<file path="config.mk">
export PLATFORM = sky130hd
export DESIGN_NAME = input_debouncer
export DESIGN_NICKNAME = d
export VERILOG_FILES = /design/src/rtl/input_debouncer.sv
export SDC_FILE = /design/constraint.sdc
export NUM_CORES = 1
export LEC_CHECK = 0
export ABC_AREA = 1
export BUFFER_PORTS_ARGS = -buffer_cell sky130_fd_sc_hd__buf_4
export CORE_AREA = 2 2 78 95
export DETAILED_ROUTE_END_ITERATION = 10
export DIE_AREA = 0 0 80 97
export PLACE_DENSITY_LB_ADDON = 0.08
export SLEW_MARGIN = 20
export SYNTH_ARGS = -nofsm -noshare
export SYNTH_HDL_FRONTEND = slang
export SYNTH_SLANG_ARGS = --single-unit
</file>
<file path="constraint.sdc">
create_clock -name CLK -period 1.7 [get_ports CLK]
set_input_delay 0.17 -clock CLK [delete_from_list [all_inputs] [get_ports CLK]]
set_output_delay 0.17 -clock CLK [all_outputs]
set_load 0.01 [all_outputs]
</file>
<file path="src/rtl/input_debouncer.sv">
// Two-flop synchronizer plus per-bit stability counters: an output bit only
// follows its pin after the new level has held for STABLE prescaler ticks.
module input_debouncer #(
  parameter int WIDTH    = 8,
  parameter int PRESCALE = 1,
  parameter int STABLE   = 4
) (
  input  logic             CLK,
  input  logic             ASYNCRESET,
  input  logic [WIDTH-1:0] I,
  output logic [WIDTH-1:0] O,
  output logic             CHANGED
);

  localparam int CW = $clog2(STABLE + 1);
  localparam int PW = (PRESCALE > 1) ? $clog2(PRESCALE) : 1;
  localparam logic [CW-1:0] CNT_LAST  = CW'(STABLE - 1);
  localparam logic [PW-1:0] PCNT_LAST = PW'(PRESCALE - 1);

  logic [WIDTH-1:0]         s1_q, s2_q;
  logic [PW-1:0]            pcnt_q, pcnt_d;
  logic                     tick;
  logic [WIDTH-1:0][CW-1:0] cnt_q, cnt_d;
  logic [WIDTH-1:0]         o_q, o_d;
  logic                     chg_q, chg_d;

  // Stage 0: synchronizer and prescaler
  assign tick = (pcnt_q == PCNT_LAST);

  always_ff @(posedge CLK or posedge ASYNCRESET) begin
    if (ASYNCRESET) begin
      s1_q   <= '0;
      s2_q   <= '0;
      pcnt_q <= '0;
    end else begin
      s1_q   <= I;
      s2_q   <= s1_q;
      pcnt_q <= pcnt_d;
    end
  end

  // Stage 1: per-bit stability counters and registered outputs
  always_comb begin
    pcnt_d = tick ? '0 : pcnt_q + PW'(1);
    cnt_d  = cnt_q;
    o_d    = o_q;
    if (tick) begin
      for (int i = 0; i < WIDTH; i++) begin
        if (s2_q[i] == o_q[i]) begin
          cnt_d[i] = '0;
        end else if (cnt_q[i] == CNT_LAST) begin
          o_d[i]   = s2_q[i];
          cnt_d[i] = '0;
        end else begin
          cnt_d[i] = cnt_q[i] + CW'(1);
        end
      end
    end
    // One strobe per update edge, however many bits flip together.
    chg_d = |(o_d ^ o_q);
  end

  always_ff @(posedge CLK or posedge ASYNCRESET) begin
    if (ASYNCRESET) begin
      cnt_q <= '0;
      o_q   <= '0;
      chg_q <= 1'b0;
    end else begin
      cnt_q <= cnt_d;
      o_q   <= o_d;
      chg_q <= chg_d;
    end
  end

  assign O       = o_q;
  assign CHANGED = chg_q;

endmodule

</file>
Word-level counts from Yosys, hierarchy flattened --
Cells that the tools add are included.
Word-level totals: register bits 50, bits of input ports 10, output and inout bits 9, word-level logic and storage cells 74
Operators by class: add/sub/neg operators 9, equal/unequal tests 16, mux-type cells 34, bitwise logic cells 1, reduce and logical (&&, ||, !) cells 1
Operators by type and width (count):
- 3-bit 2-to-1 mux | 16
- 3-bit by 1-bit adder with 3-bit output (second input constant) | 8
- 3-bit by 2-bit == test with 1-bit output (second input constant) | 8
- 1-bit 2-to-1 mux | 17
- 1-bit == test | 8
- 8-bit 2-to-1 mux | 1
- 8-bit OR reduction | 1
- 8-bit bitwise XOR | 1
- 1-bit adder (second input constant) | 1

Depth between registers and ports, before layout --
Gate-level depths: netlist of run 1.
depth after elaboration 6, gate-level depth with buffers 7, gate-level depth less buffers 7

Worst setup path after synthesis of run 1 --
Ideal clock, no wire load.
kind register to register, from register cnt_q[12] (netlist name), to register chg_q (netlist: CHANGED), setup time 0.119 ns, arrival time 0.929 ns, required time 1.581 ns, setup slack 0.652 ns, cell stages (with the launch flop) 8, period minus slack after synthesis 1.048 ns, cells stage by stage dfrtp_1 ha_1 inv_1 nor2_4 nand3_2 nand2_1 nor2_1 nand2_1
On the way: cells in the longest elaborated chain, start to end 6
Ends and longest elaborated chain:
- from (decl) | RTL line 23 | logic [WIDTH-1:0][CW-1:0] cnt_q, cnt_d;
- from (signal assigned) | RTL line 69 | cnt_q <= cnt_d;
- 3-bit by 2-bit == test with 1-bit output | RTL line 51 | end else if (cnt_q[i] == CNT_LAST) begin
- 1-bit 2-to-1 mux | RTL line 51
- 1-bit 2-to-1 mux | RTL line 49 | if (s2_q[i] == o_q[i]) begin
- 8-bit 2-to-1 mux | RTL line 47 | if (tick) begin
- 8-bit bitwise XOR | RTL line 60 | chg_d = |(o_d ^ o_q);
- 8-bit OR reduction | RTL line 60
- via chg_d | RTL line 25 | logic chg_q, chg_d;
- to (signal assigned) | RTL line 71 | chg_q <= chg_d;
- to (decl) | RTL line 25
The timed path passes the listed nets, and every way through them passes these cells. A chain may end at the register's enable or synchronous reset.

Worst setup path in the final report of run 1 --
from register cnt_q[9] (netlist name), to register chg_q (netlist: CHANGED)
The elaborated chain is that of the path after synthesis.

==> impl_metrics.csv, run 1 <==
group,metric,value,unit
final_layout,final_cell_mix,"dfrtp_1 (49), nand2_1 (35), inv_1 (24)",
timing,min_period_over_period,69.1,%
run,max_cap_viol_count,0,
cts,cts_setup_buffers,0,
synth,synth-warning-count,0,
timing,hold_viol,0,
placed_design,gp_congestion,0.762,
setup_path,reg2reg_from,"cnt_q[9]$_DFF_PP0_",
hold_path,min_from,"s1_q[3]$_DFF_PP0_",
setup_path,ff2ff_path_depth,7,
synth,synth_area_leader_cell,"dfrtp_1",
timing,rsz0062_at_grt,"no",
cts,cts_buffer_depth,2,
hold_path,hold_path.class,"reg2reg",
global_routing,grt-ovfl-total,0,
synth,synth_top_cell_area_share,61.6,%
floorplanning,die_x,80,um
placed_design,dpl.hpwl,2430,um
synth,syn_inst,179,
global_routing,first_global_vias,1408,
synth,syn_nets,197,
floorplanning,fp.dieArea,7760,um^2
cts,cts_tree,"done",
setup_path,crit_slowest_cell,"dfrtp_1",
placed_design,pre_cts_slack,515,ps
final_layout,seqCellArea,1230,um^2
route,drt_wl_total,3310,um
cts,cts_max_level,2,
final_layout,area_delta_synth_final,23.6,%
synth,seq_area_frac_synth,61.6,%
global_routing,grt_usage,9.81,%
timing,drv_slew,0,
cts,cts_buffers,5,
setup_path,regToRegSetupSlack,530,ps
route,num_vias,1256,
global_routing,antenna_found_initial,0,
cts,clk_latency,300,ps
final_layout,multi_input_area,664,um^2
global_routing,grt_pass1_wl,5950,um
floorplanning,core_area,6770,um^2
synth,yosysUniqueCellTypes,15,
cts,cts.repair.resized,0,
route,avgRoutedWirePerCell,11.0,um
synth,ys_seq_elements,49,
floorplanning,fp.dieH,97,um
cts,cts_hold_buf,9,
setup_path,critical_path_class,"reg2reg",
setup_path,crit_chain,"ha_1 > inv_1 > nor2_4 > nand3_1 > nand2_1 > nor2_1 > nand2_1",
cts,cts.clk_slew.worst_paths,90,ps
route,antenna_left,0,
setup_path,cp-start-kind,"flop",
power_and_ir_drop,ir_worst_vdd,0.000549,V
timing,setup_viol,0,
route,drtIter0Drc,41,
synth,synth.avg_cell_area,11.1,um^2
route,firstDrtPassIters,4,
setup_path,crit_top_cell,"nand2_1",
floorplanning,row_count,33,
setup_path,critical-path-max-stage-delay,410,ps
timing,fin_crit,1170,ps
route,via_per_inst,4.16,
synth,synth_area_leaders,"dfrtp_1 (62%), nand2_1 (6.6%), ha_1 (5.0%)",
setup_path,worstPathMaxFanout,5,
timing,tightest_slew,558,ps
cts,clock-sinks,49,
route,drc,0,
timing,fin_setup_tns,0,ps
timing,setup_ws,525,ps
floorplanning,io_pins,19,
hold_path,whs_path_depth,0,
final_layout,mostFrequentLayoutCell,"dfrtp_1",
setup_path,end_kind,"flop",
power_and_ir_drop,power_density,1410,nW/um^2
timing,max_slew_margin,62.7,%
final_layout,insertedDiodeCount,0,
hold_path,holdPathEnd,"s2_q[3]$_DFF_PP0_",
status,outcome,"complete, no violations",
global_routing,grt_max_degree,27,
setup_path,cp.required,1890,ps
timing,skew,11.3,ps
power_and_ir_drop,p_leak,0.00120,uW
timing,max_freq,851,MHz
final_layout,n_fill_cell,680,
placed_design,port-buffer-count,18,
final_layout,final_nets,232,
setup_path,arrival,1360,ps
final_layout,drive_gt1_share,29.3,%
setup_path,rr_endpoint,"CHANGED$_DFF_PP0_",
floorplanning,initial_core_util,29.4,%
cts,cts-root-buf,"clkbuf_8",
synth,synthesis.area,1990,um^2
-- cells by family (layout without fill, tap and decap cells) --
kind of cell | count (synthesis) | count (layout) | share of synthesized area [%]
compound gates | 8 | 8 | 2.01
fa+ha+maj | 8 | 8 | 5.03
buf+inv | 27 | 63 | 5.09
flops | 49 | 49 | 61.6
simple gates | 87 | 87 | 26.3
-- metal layers --
| layer | global-route usage (%) | part of all wire (%) |
|---|---|---|
| met4 | 4.30 | 1.8 |
| met5 | 0 | 0 |
| met3 | 3.08 | 3.5 |
| met2 | 16.8 | 53 |
| met1 | 11.0 | 42 |
-- sequential cells by signal (all words and copies together), names as in the netlist --
signal	flops
cnt_q	24
O	8
s1_q	8
s2_q	8
CHANGED	1
-- worst max-delay path by stage --
stage                                   end                 from  cells after the start
after floorplan           CHANGED$_DFF_PP0_           ASYNCRESET                      1
after global placement    CHANGED$_DFF_PP0_   cnt_q[9]$_DFF_PP0_                      7
after detailed placement  CHANGED$_DFF_PP0_   cnt_q[9]$_DFF_PP0_                      7
after CTS                 CHANGED$_DFF_PP0_   cnt_q[9]$_DFF_PP0_                      7
after global routing      CHANGED$_DFF_PP0_  cnt_q[12]$_DFF_PP0_                      7
final                     CHANGED$_DFF_PP0_   cnt_q[9]$_DFF_PP0_                      7
-- critical path, delay by kind of cell, from the launching register on --
family | cells | cell delay, ps
adders and majority gates | 1 | 200
and+or+nand+nor | 5 | 350
buffers and inverters | 1 | 110
DFF | 1 | 410
-- layout make-up --
class                   instances  share of cell area [%]
repair buffers                 28                    9.96
well taps                      87                    4.42
flip-flops and latches         49                    49.8
inverters                      27                    4.12
clock buffers                   7                    3.51
clock inverters                 1                    1.22
multi-input cells             103                    27.0
-- per-stage QoR --
stage / util [%] / cells / area (um^2) / power [uW] / hold slack, ps
floorplan: - / 179 / 1990 / 2290 / 201
global placement: 33.3 / 285 / 2260 / 2570 / 247
detailed placement: 33.3 / 285 / 2260 / 2660 / 263
CTS: 36.4 / 302 / 2460 / 3550 / 357
global route: 36.4 / 302 / 2460 / 3760 / 362
finish: 36.4 / 302 / 2460 / 3470 / 354
-- synthesized netlist by cell type --
library cell,count
ha_1,8
nor3_1,2
inv_2,2
nand2_2,10
nor2_2,2
inv_1,25
nor2_1,12
nand3_2,4
nor2_4,6
nand2_1,35
nor3b_2,6
nand3_1,4
dfrtp_1,49
o21ai_0,8
nor3_2,6
-- power breakdown --
| group | switching (uW) | leakage (uW) | internal [uW] |
|---|---|---|---|
| clock | 376 | 0.0000585 | 480 |
| sequential | 168 | 0.000617 | 1440 |
| combinational | 549 | 0.000529 | 462 |
| total | 1090 | 0.00120 | 2380 |
Power figures use the tool's default switching activity.
==> run 2, diff against run 1 <==
Clock period 1.7 ns to 1.2 ns, I/O delays scaled along.
==> run 2 against run 1 <==
Net effect:
- via count shrank 2.1%
- core utilization increased by 0.50 points
- maximum frequency up 4.6%
- critical path depth stayed put
- critical endpoint unchanged
- sequential power up 40%
- highest routed layer unchanged
- total power up 43%
- largest cell class unchanged
==> impl_metrics.csv, run 2 (synthesis gave the netlist of run 1 again) <==
group,metric,value,unit
status,outcome,"complete, no violations",
placed_design,dpl.hpwl,2270,um
final_layout,final_nets,236,
setup_path,worstPathMaxFanout,5,
hold_path,hold_path.class,"reg2reg",
timing,fin_crit,1120,ps
global_routing,first_global_vias,1308,
timing,setup_ws,76.9,ps
timing,min_period_over_period,93.6,%
final_layout,drive_gt1_share,32.4,%
cts,cts.clk_slew.worst_paths,90,ps
floorplanning,initial_core_util,29.4,%
final_layout,final_cell_mix,"dfrtp_1 (49), nand2_1 (35), buf_4 (22)",
final_layout,insertedDiodeCount,0,
timing,fin_setup_tns,0,ps
route,antenna_left,0,
route,drc,0,
timing,skew,10.8,ps
floorplanning,fp.dieArea,7760,um^2
route,drt_wl_total,3090,um
hold_path,whs_path_depth,0,
setup_path,regToRegSetupSlack,80,ps
setup_path,rr_endpoint,"CHANGED$_DFF_PP0_",
global_routing,grt_usage,9.15,%
final_layout,seqCellArea,1230,um^2
hold_path,min_from,"s1_q[5]$_DFF_PP0_",
hold_path,holdPathEnd,"s2_q[5]$_DFF_PP0_",
cts,clock-sinks,49,
cts,cts_buffer_depth,2,
timing,tightest_slew,260,ps
floorplanning,core_area,6770,um^2
cts,cts_buffers,5,
power_and_ir_drop,finalPower,4970,uW
cts,cts_tree,"done",
floorplanning,die_x,80,um
timing,setup_viol,0,
floorplanning,fp.dieH,97,um
setup_path,cp-startpoint,"cnt_q[6]$_DFF_PP0_",
timing,max_freq,890,MHz
route,firstDrtPassIters,4,
cts,cts_max_level,2,
global_routing,grt_pass1_wl,5440,um
timing,rsz0062_at_grt,"no",
global_routing,antenna_found_initial,0,
route,drtIter0Drc,69,
final_layout,top_register,"cnt_q",
setup_path,reg2reg_from,"cnt_q[6]$_DFF_PP0_",
placed_design,pre_cts_slack,26.1,ps
cts,cts-root-buf,"clkbuf_8",
setup_path,end_kind,"flop",
route,avgRoutedWirePerCell,10.1,um
timing,hold_viol,0,
setup_path,cp-start-kind,"flop",
route,via_per_inst,4.02,
setup_path,critical_path_class,"reg2reg",
global_routing,grt-ovfl-total,0,
setup_path,ff2ff_path_depth,7,
power_and_ir_drop,p_leak,0.00122,uW
final_layout,mostFrequentLayoutCell,"dfrtp_1",
placed_design,gp_congestion,0.729,
final_layout,area_delta_synth_final,25.3,%
floorplanning,row_count,33,
power_and_ir_drop,ir_worst_vdd,0.000761,V
final_layout,largest_reg_flops,24,
final_layout,multi_input_area,664,um^2
timing,hold_ws,355,ps
timing,max_slew_margin,82.7,%
setup_path,arrival,1320,ps
placed_design,port-buffer-count,18,
final_layout,n_fill_cell,676,
run,max_cap_viol_count,0,
power_and_ir_drop,power_density,1990,nW/um^2
final_layout,fin_util,36.9,%
route,num_vias,1229,
timing,drv_slew,0,
setup_path,cp.required,1390,ps
floorplanning,io_pins,19,
cts,clk_latency,290,ps
global_routing,grt_max_degree,50,
## run 2: per-layer routing
metal | part of all wire, % | up-vias | wire length [um] | global-route usage (%)
met3 | 3.2 | 2 | 100 | 3.36
met5 | 0 | - | 0 | 0
met1 | 41 | 581 | 1260 | 9.31
met4 | 0.58 | 0 | 18 | 4.30
li1 | - | 629 | - | -
met2 | 55 | 17 | 1710 | 16.2
## run 2: cell type report
class / count / share of cell area [%]
Timing Repair Buffer: 32 / 11.0
Inverter: 27 / 4.21
Multi-Input combinational cell: 103 / 26.6
Tap cell: 87 / 4.36
Sequential cell: 49 / 49.1
Clock inverter: 1 / 1.20
Clock buffer: 7 / 3.46
## run 2: power by group
group / leakage, uW / switching, uW / total [uW] / internal, uW
logic: 0.000545 / 802 / 1530 / 732
registers: 0.000617 / 219 / 2260 / 2040
clock network: 0.0000585 / 506 / 1190 / 679
## run 2: repair_timing
action,CTS,global route
resized for setup,0,4
endpoints found under the hold margin,57,0
hold buffers,9,0
buffers inserted,0,4
setup endpoints to repair,0,1
## run 2: worst max path at each step
stage          slack [ps]                 to  cells after the start
4_1_cts                20  CHANGED$_DFF_PP0_                      7
3_5_place_dp           30  CHANGED$_DFF_PP0_                      7
3_3_place_gp           20  CHANGED$_DFF_PP0_                      7
2_1_floorplan         150  CHANGED$_DFF_PP0_                      7
6_report               80  CHANGED$_DFF_PP0_                      7
5_1_grt               0.9  CHANGED$_DFF_PP0_                      7
## run 2: stage by stage
step,std cells,cell area [um^2]
after detailed placement,285,2260
after global routing,306,2500
after floorplan,179,2000
after CTS,302,2470
after global placement,285,2260
final,306,2500
## run 2: worst max-delay path, stage by stage, from the launching register on
cell,delay [ps]
dfrtp_1,400
ha_1,210
inv_2,80
nor2_4,50
nand3_1,70
nand2_1,60
nor2_1,110
nand2_1,50
==> run 3, diff against run 2 <==
Settings changed: RECOVER_POWER from default to 25, REMOVE_ABC_BUFFERS from default to 1.
==> run 3 against run 2 <==
Net effect:
- sequential share of layout area rose by 0.20 points
- wire length rose by 2.2%
- highest routed layer unchanged
- largest power group unchanged
- hold slack got worse by 3.1 ps
- sequential power barely moved
- die area did not move
- global-route usage rose by 0.20 points
- total power fell by 3.7%
- register-to-register slack barely moved
- worst setup slack improved by 11 ps
- cell area fell by 0.40%
- flip-flop and latch count did not move
==> impl_metrics.csv, run 3 (synthesis gave the netlist of run 1 again) <==
group,metric,value,unit
status,outcome,"complete, no violations",
timing,fin_setup_tns,0,ps
final_layout,finalNonFillerCells,310,
global_routing,grt_pass1_wl,5600,um
cts,clk_latency,290,ps
setup_path,rr_endpoint,"CHANGED$_DFF_PP0_",
run,max_cap_viol_count,0,
timing,max_slew_margin,55.8,%
power_and_ir_drop,power_density,1930,nW/um^2
cts,clock-sinks,49,
route,avgRoutedWirePerCell,10.2,um
placed_design,gp_congestion,0.776,
timing,fin_crit,1110,ps
route,drt_wl_total,3160,um
cts,cts_buffers,5,
setup_path,crit_top_cell,"nand2_1",
timing,setup_ws,87.8,ps
global_routing,antenna_found_initial,0,
cts,cts.clk_slew.worst_paths,80,ps
final_layout,fin_area,2490,um^2
final_layout,drive_gt1_share,34.5,%
final_layout,top_register,"cnt_q",
timing,min_period_over_period,92.7,%
setup_path,cp-start-kind,"flop",
final_layout,insertedDiodeCount,0,
floorplanning,fp.dieArea,7760,um^2
placed_design,pre_cts_slack,23.3,ps
route,drc,0,
final_layout,largest_reg_flops,24,
cts,cts_tree,"done",
power_and_ir_drop,ir_worst_vdd,0.000678,V
floorplanning,fp.dieH,97,um
route,highest_layer,"met4",
placed_design,place_area,2260,um^2
setup_path,worstPathMaxFanout,5,
final_layout,final_nets,240,
setup_path,critical_path_class,"reg2reg",
floorplanning,initial_core_util,29.4,%
floorplanning,die_x,80,um
final_layout,mostFrequentLayoutCell,"dfrtp_1",
timing,skew,5.16,ps
floorplanning,row_count,33,
setup_path,arrival,1310,ps
final_layout,final_cell_mix,"dfrtp_1 (49), nand2_1 (35), inv_1 (20)",
cts,cts_max_level,2,
setup_path,cp.required,1390,ps
timing,hold_viol,0,
global_routing,grt_max_degree,50,
placed_design,port-buffer-count,18,
hold_path,whs_path_depth,0,
setup_path,crit_slowest_cell,"dfrtp_1",
hold_path,holdPathEnd,"s2_q[5]$_DFF_PP0_",
final_layout,area_delta_synth_final,24.8,%
setup_path,critical-path-max-stage-delay,390,ps
timing,max_freq,899,MHz
power_and_ir_drop,p_leak,0.00122,uW
setup_path,regToRegSetupSlack,90,ps
setup_path,reg2reg_from,"cnt_q[0]$_DFF_PP0_",
global_routing,grt_usage,9.34,%
global_routing,first_global_vias,1277,
route,wl_met2,1710,um
global_routing,grt-ovfl-total,0,
route,num_vias,1281,
cts,cts-root-buf,"clkbuf_8",
final_layout,fin_util,36.7,%
floorplanning,core_area,6770,um^2
route,wl_met1,1260,um
floorplanning,io_pins,19,
route,antenna_left,0,
route,met3_length,118,um
route,via_per_inst,4.13,
route,firstDrtPassIters,4,
timing,tightest_slew,663,ps
timing,drv_slew,0,
setup_path,crit_chain,"ha_1 > inv_2 > nor2_4 > nand3_2 > nand2_1 > nor2_1 > nand2_1",
hold_path,hold_path.class,"reg2reg",
hold_path,min_from,"s1_q[5]$_DFF_PP0_",
placed_design,dpl.cell_count,285,
setup_path,ff2ff_path_depth,7,
timing,setup_viol,0,
placed_design,dpl.hpwl,2180,um
cts,cts_buffer_depth,2,
route,drtIter0Drc,73,
setup_path,end_kind,"flop",
## run 3: changes by cell type in the layout (fill, tap and decap cells not counted), sizes merged
cell      delta
clkbuf      +11
buf          -6
bufinv       -1
clkinvlp     -1
inv          +1
## run 3: worst max path at each step
stage / start / end / slack (ps)
2_1_floorplan: ASYNCRESET / CHANGED$_DFF_PP0_ / -90
3_3_place_gp: cnt_q[9]$_DFF_PP0_ / CHANGED$_DFF_PP0_ / 40
3_5_place_dp: cnt_q[9]$_DFF_PP0_ / CHANGED$_DFF_PP0_ / 20
4_1_cts: cnt_q[9]$_DFF_PP0_ / CHANGED$_DFF_PP0_ / 6
5_1_grt: cnt_q[0]$_DFF_PP0_ / CHANGED$_DFF_PP0_ / -7
6_report: cnt_q[0]$_DFF_PP0_ / CHANGED$_DFF_PP0_ / 90
## run 3: final cells by class
class | count | area [um^2]
Clock buffer | 8 | 80.1
Sequential cell | 49 | 1230
Timing Repair Buffer | 36 | 293
Fill cell | 671 | 4290
Inverter | 27 | 101
Multi-Input combinational cell | 103 | 677
Tap cell | 87 | 109
## run 3: report_power, final
| part | leakage [uW] | total (uW) | switching, uW | internal (uW) |
|---|---|---|---|---|
| logic | 0.000560 | 1610 | 817 | 788 |
| registers | 0.000617 | 2260 | 223 | 2040 |
| clock network | 0.0000395 | 924 | 509 | 415 |
| total | 0.00122 | 4790 | 1550 | 3240 |
## run 3: worst max-delay path, delay by kind of cell (launching register included)
kind / cells / cell delay, ps
adder cells (fa/ha/maj): 1 / 210
buffers and inverters: 1 / 80
flip-flops: 1 / 390
AND/OR/NAND/NOR: 5 / 340
## run 3: timing repair
item / 4_1_cts / 5_1_grt
gates resized for setup: 0 / 9
buffers inserted: 0 / 8
endpoints found under the setup margin: 0 / 1
hold buffers: 9 / 0
hold endpoints to repair: 57 / 0
## run 3: routing by layer
metal	vias up	track usage, %
met1	618	10.6
li1	639	-
met3	6	3.36
met4	0	3.91
met5	-	0
met2	18	15.6
## run 3: through the flow
step / total power [uW] / hold WS, ps
global placement: 3640 / 188
floorplan: 3250 / 151
detailed placement: 3720 / 198
CTS: 4700 / 356
finish: 4790 / 352
global route: 5200 / 363
